==> src/rtl/ifetch_1.sv <==
// Instruction fetch stage: owns the PC, drives a 1-cycle-latency ROM and queues {instr, pc} for decode.
// Optional macro IFETCH_BYPASS_EN forwards ROM data straight to decode when the queue is empty.
module ifetch_1 #(
  parameter int PC_W     = 10,
  parameter int RESET_PC = 0,
  parameter int DEPTH    = 2
) (
  input  logic            clk,
  input  logic            reset_n,
  output logic [PC_W-1:0] pc_read_c0,
  input  logic [31:0]     instr_reg_c1,
  input  logic            redirect_c0,
  input  logic [PC_W-1:0] redirect_pc_c0,
  output logic            ifq_valid,
  output logic [31:0]     ifq_instr,
  output logic [PC_W-1:0] ifq_pc,
  input  logic            ifq_ready
);

  localparam int PTR_W = (DEPTH > 1) ? $clog2(DEPTH) : 1;
  localparam int CNT_W = $clog2(DEPTH + 1);

  logic [PC_W-1:0]  pc_q;
  logic             pend_q;
  logic [PC_W-1:0]  pend_pc_q;
  logic [31:0]      q_instr [DEPTH];
  logic [PC_W-1:0]  q_pc    [DEPTH];
  logic [PTR_W-1:0] head_q;
  logic [PTR_W-1:0] tail_q;
  logic [CNT_W-1:0] count_q;

  logic [PC_W-1:0]  redirect_addr;
  logic             pop;
  logic             pop_q;
  logic             push;
  logic             issue;
  logic             bypass;
  logic [CNT_W:0]   occupancy;

  function automatic logic [PTR_W-1:0] ptr_inc(input logic [PTR_W-1:0] p);
    return (p == PTR_W'(DEPTH - 1)) ? '0 : p + 1'b1;
  endfunction

  assign redirect_addr = {redirect_pc_c0[PC_W-1:2], 2'b00};
  assign pc_read_c0    = redirect_c0 ? redirect_addr : pc_q;

`ifdef IFETCH_BYPASS_EN
  // Empty queue with a read landing now: hand the ROM word to decode directly.
  assign bypass    = (count_q == '0) & pend_q & ~redirect_c0;
  assign ifq_valid = bypass | (count_q != '0);
  assign ifq_instr = bypass ? instr_reg_c1 : q_instr[head_q];
  assign ifq_pc    = bypass ? pend_pc_q : q_pc[head_q];
`else
  assign bypass    = 1'b0;
  assign ifq_valid = (count_q != '0);
  assign ifq_instr = q_instr[head_q];
  assign ifq_pc    = q_pc[head_q];
`endif

  assign pop   = ifq_valid & ifq_ready;
  assign pop_q = pop & ~bypass;
  assign push  = pend_q & ~redirect_c0 & ~(bypass & pop);

  // Slots that will be occupied once everything in flight lands.
  assign occupancy = {1'b0, count_q} + (CNT_W+1)'(pend_q) - (CNT_W+1)'(pop);
  assign issue     = redirect_c0 | (occupancy < (CNT_W+1)'(DEPTH));

  always_ff @(posedge clk or negedge reset_n) begin
    if (!reset_n) begin
      pc_q      <= PC_W'(RESET_PC);
      pend_q    <= 1'b0;
      pend_pc_q <= '0;
    end else if (issue) begin
      pend_q    <= 1'b1;
      pend_pc_q <= pc_read_c0;
      pc_q      <= pc_read_c0 + PC_W'(4);
    end else begin
      pend_q    <= 1'b0;
    end
  end

  always_ff @(posedge clk or negedge reset_n) begin
    if (!reset_n) begin
      head_q  <= '0;
      tail_q  <= '0;
      count_q <= '0;
    end else if (redirect_c0) begin
      head_q  <= '0;
      tail_q  <= '0;
      count_q <= '0;
    end else begin
      if (push)  tail_q <= ptr_inc(tail_q);
      if (pop_q) head_q <= ptr_inc(head_q);
      count_q <= count_q + CNT_W'(push) - CNT_W'(pop_q);
    end
  end

  always_ff @(posedge clk or negedge reset_n) begin
    if (!reset_n) begin
      for (int i = 0; i < DEPTH; i++) begin
        q_instr[i] <= '0;
        q_pc[i]    <= '0;
      end
    end else if (push) begin
      q_instr[tail_q] <= instr_reg_c1;
      q_pc[tail_q]    <= pend_pc_q;
    end
  end

endmodule

==> config.mk <==
export PLATFORM = sky130hd
export DESIGN_NAME = ifetch_1
export DESIGN_NICKNAME = d
export VERILOG_FILES = /design/src/rtl/ifetch_1.sv
export SDC_FILE = /design/constraint.sdc
export NUM_CORES = 1
export LEC_CHECK = 0
export CORE_MARGIN = 1
export CORE_UTILIZATION = 55
export CTS_BUF_LIST = sky130_fd_sc_hd__clkbuf_4
export DETAILED_ROUTE_END_ITERATION = 12
export PLACE_DENSITY = 0.95
export SLEW_MARGIN = 20
export SYNTH_ARGS = -nofsm -noshare
export SYNTH_HDL_FRONTEND = slang
export SYNTH_SLANG_ARGS = --single-unit
==> constraint.sdc <==
create_clock -name clk -period 5.4 [get_ports clk]
set_clock_uncertainty 0.15 [all_clocks]
set_input_delay 1.62 -clock clk [delete_from_list [all_inputs] [get_ports clk]]
set_output_delay 1.62 -clock clk [all_outputs]
set_load 0.02 [all_outputs]
Yosys cells after proc, flatten, opt, wreduce, memory -nomap -nowiden
Index checks and enable logic that the tools add are counted.
{ "totals": {"register_bits": 109, "in_bits": 46} }
{ "op_classes": {"n_addsub": 7, "n_lt_le_gt_ge": 4, "mux": 21, "bitwise": 6, "n_reduce_logical": 4} }
{ "op_table": {"columns": ["op", "n"], "rows": [
  ["32-bit two-way mux", 4],
  ["64-bit bitwise mux", 1],
  ["10-bit two-way mux", 5],
  ["32-bit demux with 1-bit select", 1],
  ["20-bit bitwise mux", 1],
  ["10-bit by 3-bit adder with 10-bit output (second input constant)", 1],
  ["10-bit demux with 1-bit select", 1],
  ["1-bit two-way mux", 7],
  ["2-bit nonzero test", 3],
  ["2-bit greater-or-equal comparator (second input constant)", 2],
  ["1-bit NOT with 2-bit output", 2],
  ["2-bit by 1-bit adder with 3-bit output", 1],
  ["3-bit by 2-bit < comparator with 1-bit output (second input constant)", 1],
  ["3-bit by 1-bit subtractor with 3-bit output", 1],
  ["1-bit adder (second input constant)", 2],
  ["2-bit by 1-bit adder with 2-bit output", 1],
  ["1-bit bitwise AND", 2],
  ["2-bit by 1-bit < comparator with 1-bit output (second input constant)", 1],
  ["2-bit two-way mux", 1],
  ["2-bit by 1-bit subtractor with 2-bit output", 1],
  ["1-bit logical AND", 1],
  ["1-bit NOT", 1],
  ["1-bit OR", 1]
]} }

Logic depth before layout (Yosys ltp)
Gate-level depths: netlist of run 1.
{ "depth": {"ltp_word": 6, "ltp_mapped": 9, "mapped_depth_nobuf": 8} }

Least setup slack after synthesis of run 1
Ideal clock, no wire load.
{ "synth_path": {"kind": "input to output", "start": "input port redirect_c0", "end": "output port pc_read_c0[3]", "arrival_time_ps": 2435, "required_time_ps": 3630, "slack_ps": 1195, "path_stages": 4, "n_path_buf": 3, "path_cell_list": "buf_6 > buf_12 > buf_2 > mux2_2"} }
{ "synth_via": {"elab_chain_len": 1} }
{ "synth_rtl": {"columns": ["item", "line_no", "text"], "rows": [
  ["from (decl)", "12", "input logic redirect_c0,"],
  ["10-bit two-way mux", "45", "assign pc_read_c0 = redirect_c0 ? redirect_addr : pc_q;"],
  ["to (decl)", "10", "output logic [PC_W-1:0] pc_read_c0,"]
]} }
Every way passes these cells.

Worst setup path after layout of run 1
{ "layout_path": {"start": "input port redirect_c0", "end": "output port pc_read_c0[8]"} }
The elaborated chain is that of the path after synthesis.

==> results of run 1 <==
## logic make-up (layout without fill, tap and decap cells)
logic type | count (synthesis) | in the layout | share of synthesized area (%)
xor+xnor | 9 | 9 | 1.61
buf+inv | 25 | 127 | 3.50
simple gates | 51 | 51 | 5.52
mux | 134 | 134 | 30.8
fa+ha+maj | 3 | 3 | 0.920
compound gates | 20 | 20 | 2.94
flops | 107 | 107 | 54.7
## power by group
part	total [uW]	internal [uW]	switching (uW)
combinational	1800	1000	800
clock	446	194	252
sequential	1440	1180	254
total	3680	2380	1310
## critical path: stages
cell,delay (ps)
sky130_fd_sc_hd__clkdlybuf4s50_1,450
sky130_fd_sc_hd__buf_4,210
sky130_fd_sc_hd__mux2_2,410
sky130_fd_sc_hd__clkdlybuf4s50_1,550
## synth_stat cells (2+ instances only)
library cell | n | share of area (%)
sky130_fd_sc_hd__mux2i_1 | 2 | 0.41
sky130_fd_sc_hd__nand4_1 | 2 | 0.26
sky130_fd_sc_hd__nand2_1 | 8 | 0.61
sky130_fd_sc_hd__nor2_1 | 25 | 1.9
sky130_fd_sc_hd__ha_1 | 2 | 0.51
sky130_fd_sc_hd__a21oi_1 | 10 | 1.0
sky130_fd_sc_hd__nor2b_1 | 8 | 1.0
sky130_fd_sc_hd__buf_6 | 6 | 1.4
sky130_fd_sc_hd__buf_2 | 10 | 1.0
sky130_fd_sc_hd__mux2_1 | 18 | 4.1
sky130_fd_sc_hd__dfrtp_1 | 107 | 55
sky130_fd_sc_hd__xnor2_1 | 7 | 1.3
sky130_fd_sc_hd__mux2_2 | 113 | 26
sky130_fd_sc_hd__inv_2 | 2 | 0.15
sky130_fd_sc_hd__a211oi_2 | 2 | 0.51
sky130_fd_sc_hd__inv_1 | 4 | 0.31
sky130_fd_sc_hd__xor2_1 | 2 | 0.36
## area by class of cell
class                   instances  area [sq um]  share of cell area (%)
flip-flops and latches        107          2680                    44.0
repair buffers                105          1030                    16.9
inverters                       6          22.5                   0.370
clock buffers                  10          75.1                    1.23
multi-input cells             217          2060                    33.8
clock inverters                 6          88.8                    1.46
well taps                     108           135                    2.22
## placed cells by master (no fill, tap or decap), types with 2 or more instances in the layout
master,instances
sky130_fd_sc_hd__ha_1,2
sky130_fd_sc_hd__xnor2_1,7
sky130_fd_sc_hd__nor2b_1,7
sky130_fd_sc_hd__inv_2,2
sky130_fd_sc_hd__mux2_1,18
sky130_fd_sc_hd__inv_1,4
sky130_fd_sc_hd__nand4_1,2
sky130_fd_sc_hd__clkinvlp_4,2
sky130_fd_sc_hd__a211oi_2,2
sky130_fd_sc_hd__dfrtp_1,106
sky130_fd_sc_hd__clkbuf_4,10
sky130_fd_sc_hd__bufinv_16,2
sky130_fd_sc_hd__mux2i_1,2
sky130_fd_sc_hd__nand2_1,7
sky130_fd_sc_hd__buf_4,10
sky130_fd_sc_hd__nor2_1,25
sky130_fd_sc_hd__a21oi_1,10
sky130_fd_sc_hd__xor2_1,2
sky130_fd_sc_hd__mux2_2,113
sky130_fd_sc_hd__clkdlybuf4s50_1,95
## sequential cells by signal (all words and copies together), names as in the netlist
name / cells
count_q: 2
head_q: 1
pc_q: 10
pend_pc_q: 8
pend_q: 1
q_instr: 64
q_pc: 20
tail_q: 1
## final timing paths
| path | startpoint | end | slack (ps) | depth (start not counted) |
|---|---|---|---|---|
| max | redirect_c0 | pc_read_c0[8] | 380 | 4 |
| min | q_instr[48] | q_instr[48] | 350 | 1 |
| max reg2reg | count_q[1] | pc_q[5] | 2900 | 7 |
| min reg2reg | q_instr[48] | q_instr[48] | 350 | 1 |
| max in group asynchronous | reset_n | pc_q[9] | 2980 | 2 |
| min in group asynchronous | reset_n | q_instr[57] | 1140 | 1 |
## per-stage QoR
stage | hold WS (ps) | instance area, sq um | std cells
final | 351 | 6080 | 559
after global routing | 378 | 6080 | 559
after CTS | 357 | 6080 | 559
after detailed placement | 322 | 5920 | 543
after global placement | 313 | 5920 | 543
after floorplan | 303 | 4900 | 349
## per-layer routing
layer	share of wire, %	vias up
li1	-	1412
met1	43	1482
met4	1.3	0
met2	49	86
met5	0	-
met3	6.5	12
==> results.json, run 1 <==
{
  "run_status": "finished, final reports clean",
  "gpl.final_weighted_congestion": 0.773,
  "max-cap-violations": 0,
  "netlist_instances": 349,
  "io_pins": 99,
  "gr-usage-met2_pct": 36.8,
  "grt_first_pass_wirelength_microns": 14700,
  "rsz0062_at_grt": "false",
  "floorplan.die.width_microns": 96.4,
  "power_per_cell_area_nw_per_um2": 606,
  "synth_cell_type_count": 38,
  "fraction_of_final_layout_cells_sized_beyond_drive_strength_1_pct": 33.9,
  "worst-slew-pin-transition_ps": 1010,
  "place.detailed.hpwl_microns": 6290,
  "drc": 0,
  "cts_num_sinks": 107,
  "synth.net_count": 398,
  "io_buffers": 96,
  "cts_max_level": 3,
  "grt_max_degree": 77,
  "layout.core_utilization_pct": 70.1,
  "postRouteAntennaNets": 0,
  "numCtsBuffers": 9,
  "worst_ir_drop_vdd_mv": 0.301,
  "number_of_global_route_vias_before_repair": 3147,
  "ys_async_sr_fraction_pct": 100,
  "synth_seq_area_share_pct": 54.7,
  "routed_wl_microns": 9210,
  "antenna_found_initial": 0,
  "setup.worst_path.class": "in -> out",
  "synth_top_flop_cell": "sky130_fd_sc_hd__dfrtp_1",
  "post_cts_repair_timing_setup_buffer_count": 0,
  "syn_area_sq_um": 4900,
  "grt_usage_pct": 21.3,
  "final_cycle_share_pct": 92.9,
  "tritoncts_clock_tree": "yes",
  "floorplan.initialDensity_pct": 56.4,
  "total_leakage_power_uw": 0.00255,
  "num_vias": 2992,
  "use_met1_pct": 25.6,
  "synth-warning-count": 0,
  "max_clock_freq_ghz": 0.199,
  "layout_fillers": 600,
  "synth-seq-cells": 107,
  "top_usage_layer": "met2",
  "insertedDiodeCount": 0,
  "timing.final.max_slew_violations": 0,
  "worst_hold_check_path_type": "reg -> reg",
  "syn_area_per_cell_sq_um": 14.0,
  "holdBufCountCts": 0,
  "core-area_sq_um": 8680,
  "clockRootBuffer": "sky130_fd_sc_hd__clkbuf_4",
  "detailedRoute.firstPassIterationCount": 5,
  "fin_ws_ps": 384,
  "largest_fanout_on_the_critical_path": 15,
  "setup-tns-final_ps": 0,
  "residual_overflow_from_global_routing": 0,
  "die_area_sq_um": 9280,
  "worstSkewPairLatency_ps": 440,
  "routed_wire_length_per_instance_microns": 16.5,
  "die_h_microns": 96.4,
  "area_delta_synth_final_pct": 24.3,
  "viasPerCell": 5.35,
  "drtIter0Drc": 36,
  "total_power_draw_uw": 3680,
  "cp.required_ps": 3630,
  "setup.worst_path.start_class": "input port",
  "timing.final.hold_violations": 0,
  "groute.layer.met3.usage_pct": 5.69,
  "timing.final.crit_period_ps": 5020,
  "cts_resized": 0,
  "clkTransAtPathRegs_ps": 150,
  "crit_path_end_kind": "primary output",
  "place_worst_setup_slack_ps": 389,
  "core.rowCount": 34,
  "final_net_count": 495,
  "setup_viol_count_final": 0,
  "cp_data_arrival_time_ps": 3250,
  "max-clock-path-buffers": 2,
  "synth_enable_flop_cells": 0,
  "slew_headroom_pct": 32.9
}
Power figures use the tool's default switching activity.
==> run 2, diff against run 1 <==
- PLACE_DENSITY: 0.95 -> 0.85
==> run 2 against run 1 <==
First-iteration DRC count rose by 50%; critical path depth rose by 1; non-clock buffer count fell by 1; core utilization fell by 0.45 points; register-to-register slack got worse by 60 ps; hold slack improved by 4.3 ps; final area fell by 0.64%; sequential power barely moved; sequential share of layout area rose by 0.28 points.
==> results.json, run 2 (synthesis gave the netlist of run 1 again) <==
{
  "timing.final.hold_violations": 0,
  "io_pins": 99,
  "rsz0062_at_grt": "false",
  "viasPerCell": 5.37,
  "worstHoldStart": "q_instr[61]",
  "power_switching_uw": 1320,
  "max-cap-violations": 0,
  "worstSkewPairLatency_ps": 420,
  "setup.worst_path.start_class": "input port",
  "fraction_of_final_layout_cells_sized_beyond_drive_strength_1_pct": 33.6,
  "cts_resized": 0,
  "run_status": "finished, final reports clean",
  "timing.hold.worst_path_depth": 1,
  "cp.required_ps": 3630,
  "tritoncts_clock_tree": "yes",
  "grt_first_pass_wirelength_microns": 14800,
  "cts_max_level": 3,
  "drtIter0Drc": 54,
  "largest_fanout_on_the_critical_path": 15,
  "grt_usage_pct": 21.3,
  "cp_data_arrival_time_ps": 3250,
  "final_common_cell": "sky130_fd_sc_hd__mux2_2",
  "min_to": "q_instr[61]",
  "regArea_sq_um": 2680,
  "clock_power_share_pct": 9.9,
  "holdBufCountCts": 0,
  "insertedDiodeCount": 0,
  "max_clock_freq_ghz": 0.199,
  "num_vias": 2994,
  "worst_hold_check_path_type": "reg -> reg",
  "largest_register_ffs": 64,
  "setup.reg_to_reg.worst_slack_ps": 2840,
  "power_report.internal_total_uw": 2290,
  "worst-slew-pin-transition_ps": 1050,
  "power_per_cell_area_nw_per_um2": 597,
  "slew_headroom_pct": 29.9,
  "critical_path.slowest_cell": "sky130_fd_sc_hd__clkdlybuf4s50_1",
  "setup_viol_count_final": 0,
  "gpl.final_weighted_congestion": 0.717,
  "area_delta_synth_final_pct": 23.5,
  "worst_ir_drop_vdd_mv": 0.372,
  "largest_registers": "q_instr (64), q_pc (20), pc_q (10)",
  "core-area_sq_um": 8680,
  "die_area_sq_um": 9280,
  "timing.final.max_slew_violations": 0,
  "commonest_non_fill_non_tap_cells_in_the_layout": "113 x sky130_fd_sc_hd__mux2_2, 106 x sky130_fd_sc_hd__dfrtp_1, 95 x sky130_fd_sc_hd__clkdlybuf4s50_1",
  "max_flop_register": "q_instr",
  "timing.final.crit_period_ps": 5020,
  "place.detailed.hpwl_microns": 6400,
  "antenna_found_initial": 0,
  "clockRootBuffer": "sky130_fd_sc_hd__clkbuf_4",
  "slowest_delay_ps": 550,
  "numCtsBuffers": 9,
  "layout.core_utilization_pct": 69.7,
  "worstPathCellList": "clkdlybuf4s50_1 > buf_4 > mux2i_2 > inv_2 > clkdlybuf4s50_1",
  "number_of_global_route_vias_before_repair": 3135,
  "core.rowCount": 34,
  "clkTransAtPathRegs_ps": 150,
  "io_buffers": 96,
  "regToRegEndpoint": "pc_q[5]",
  "total_leakage_power_uw": 0.00253,
  "fin_hold_ws_ps": 355,
  "die_h_microns": 96.4,
  "setup-tns-final_ps": 0,
  "routed_wl_microns": 9320,
  "grt_max_degree": 86,
  "post_cts_repair_timing_setup_buffer_count": 0,
  "crit_path_end_kind": "primary output",
  "final_net_count": 494,
  "layout_fillers": 625,
  "drc": 0,
  "seq_power_share_pct": 39.9,
  "timing.rr.start": "count_q[1]",
  "timing.critical_path.mode_cell": "sky130_fd_sc_hd__clkdlybuf4s50_1",
  "r2r_cells": 7,
  "setup.worst_path.class": "in -> out",
  "cts_num_sinks": 107,
  "floorplan.die.width_microns": 96.4,
  "residual_overflow_from_global_routing": 0,
  "combPwrFrac_pct": 50.3,
  "floorplan.initialDensity_pct": 56.4,
  "max-clock-path-buffers": 2,
  "routed_wire_length_per_instance_microns": 16.7,
  "footprint_of_the_multi_input_gates_sq_um": 2060,
  "final_cycle_share_pct": 92.9,
  "detailedRoute.firstPassIterationCount": 4,
  "postRouteAntennaNets": 0,
  "switching_share_pct": 36.7
}
-- run 2: changes by cell type in the layout (fill, tap and decap cells not counted) --
cell                        change
sky130_fd_sc_hd__buf_12         +1
sky130_fd_sc_hd__buf_4          -3
sky130_fd_sc_hd__buf_6          +1
sky130_fd_sc_hd__bufinv_16      -2
sky130_fd_sc_hd__clkinv_1       +1
sky130_fd_sc_hd__clkinv_4       +1
-- run 2: routing by layer --
layer / part of all wire, % / routed length (microns) / track usage, %
met5: 0 / 0 / 0
met4: 0.91 / 85 / 7.11
met3: 5.7 / 530 / 4.50
met2: 52 / 4800 / 37.5
met1: 42 / 3900 / 25.8
-- run 2: power groups by stage --
stage | clock [uW] | combinational (uW) | sequential (uW)
floorplan | 0 | 1250 | 1340
global placement | 0 | 1780 | 1420
detailed placement | 0 | 1830 | 1460
CTS | 366 | 1840 | 1440
global route | 397 | 1960 | 1490
finish | 357 | 1810 | 1440
-- run 2: per-stage QoR --
step / instance area [sq um] / setup WS [ps] / instances / total power [uW]
final: 6040 / 384 / 558 / 3610
after global routing: 6040 / 295 / 558 / 3850
after CTS: 6040 / 376 / 558 / 3650
after detailed placement: 5920 / 368 / 542 / 3290
after global placement: 5920 / 392 / 542 / 3200
after floorplan: 4900 / 1190 / 349 / 2590
-- run 2: worst max-delay path by stage --
stage | startpoint | cells past startpoint | endpoint
global placement | redirect_c0 | 5 | pc_read_c0[7]
CTS | redirect_c0 | 5 | pc_read_c0[7]
detailed placement | redirect_c0 | 5 | pc_read_c0[7]
global route | redirect_c0 | 5 | pc_read_c0[7]
finish | redirect_c0 | 5 | pc_read_c0[7]
floorplan | redirect_c0 | 4 | pc_read_c0[3]
-- run 2: cell type report --
type	instances	share of cell area (%)
inverter	6	0.373
clock buffer	10	1.24
multi-input combinational	217	34.0
tap	108	2.24
timing repair buffer	104	17.1
clock inverter	6	0.683
sequential	107	44.3
-- run 2: critical path: cells and delay by family --
kind	cells	cell delay (ps)
buffers and inverters	4	1300
multiplexers	1	320
==> run 3, diff against run 2 <==
- ABC_CLOCK_PERIOD_IN_PS: not set -> 5400
- SKIP_LAST_GASP: not set -> 1
==> results of run 3 <==
The final DEF is identical to that of run 2; final timing and power are the same.
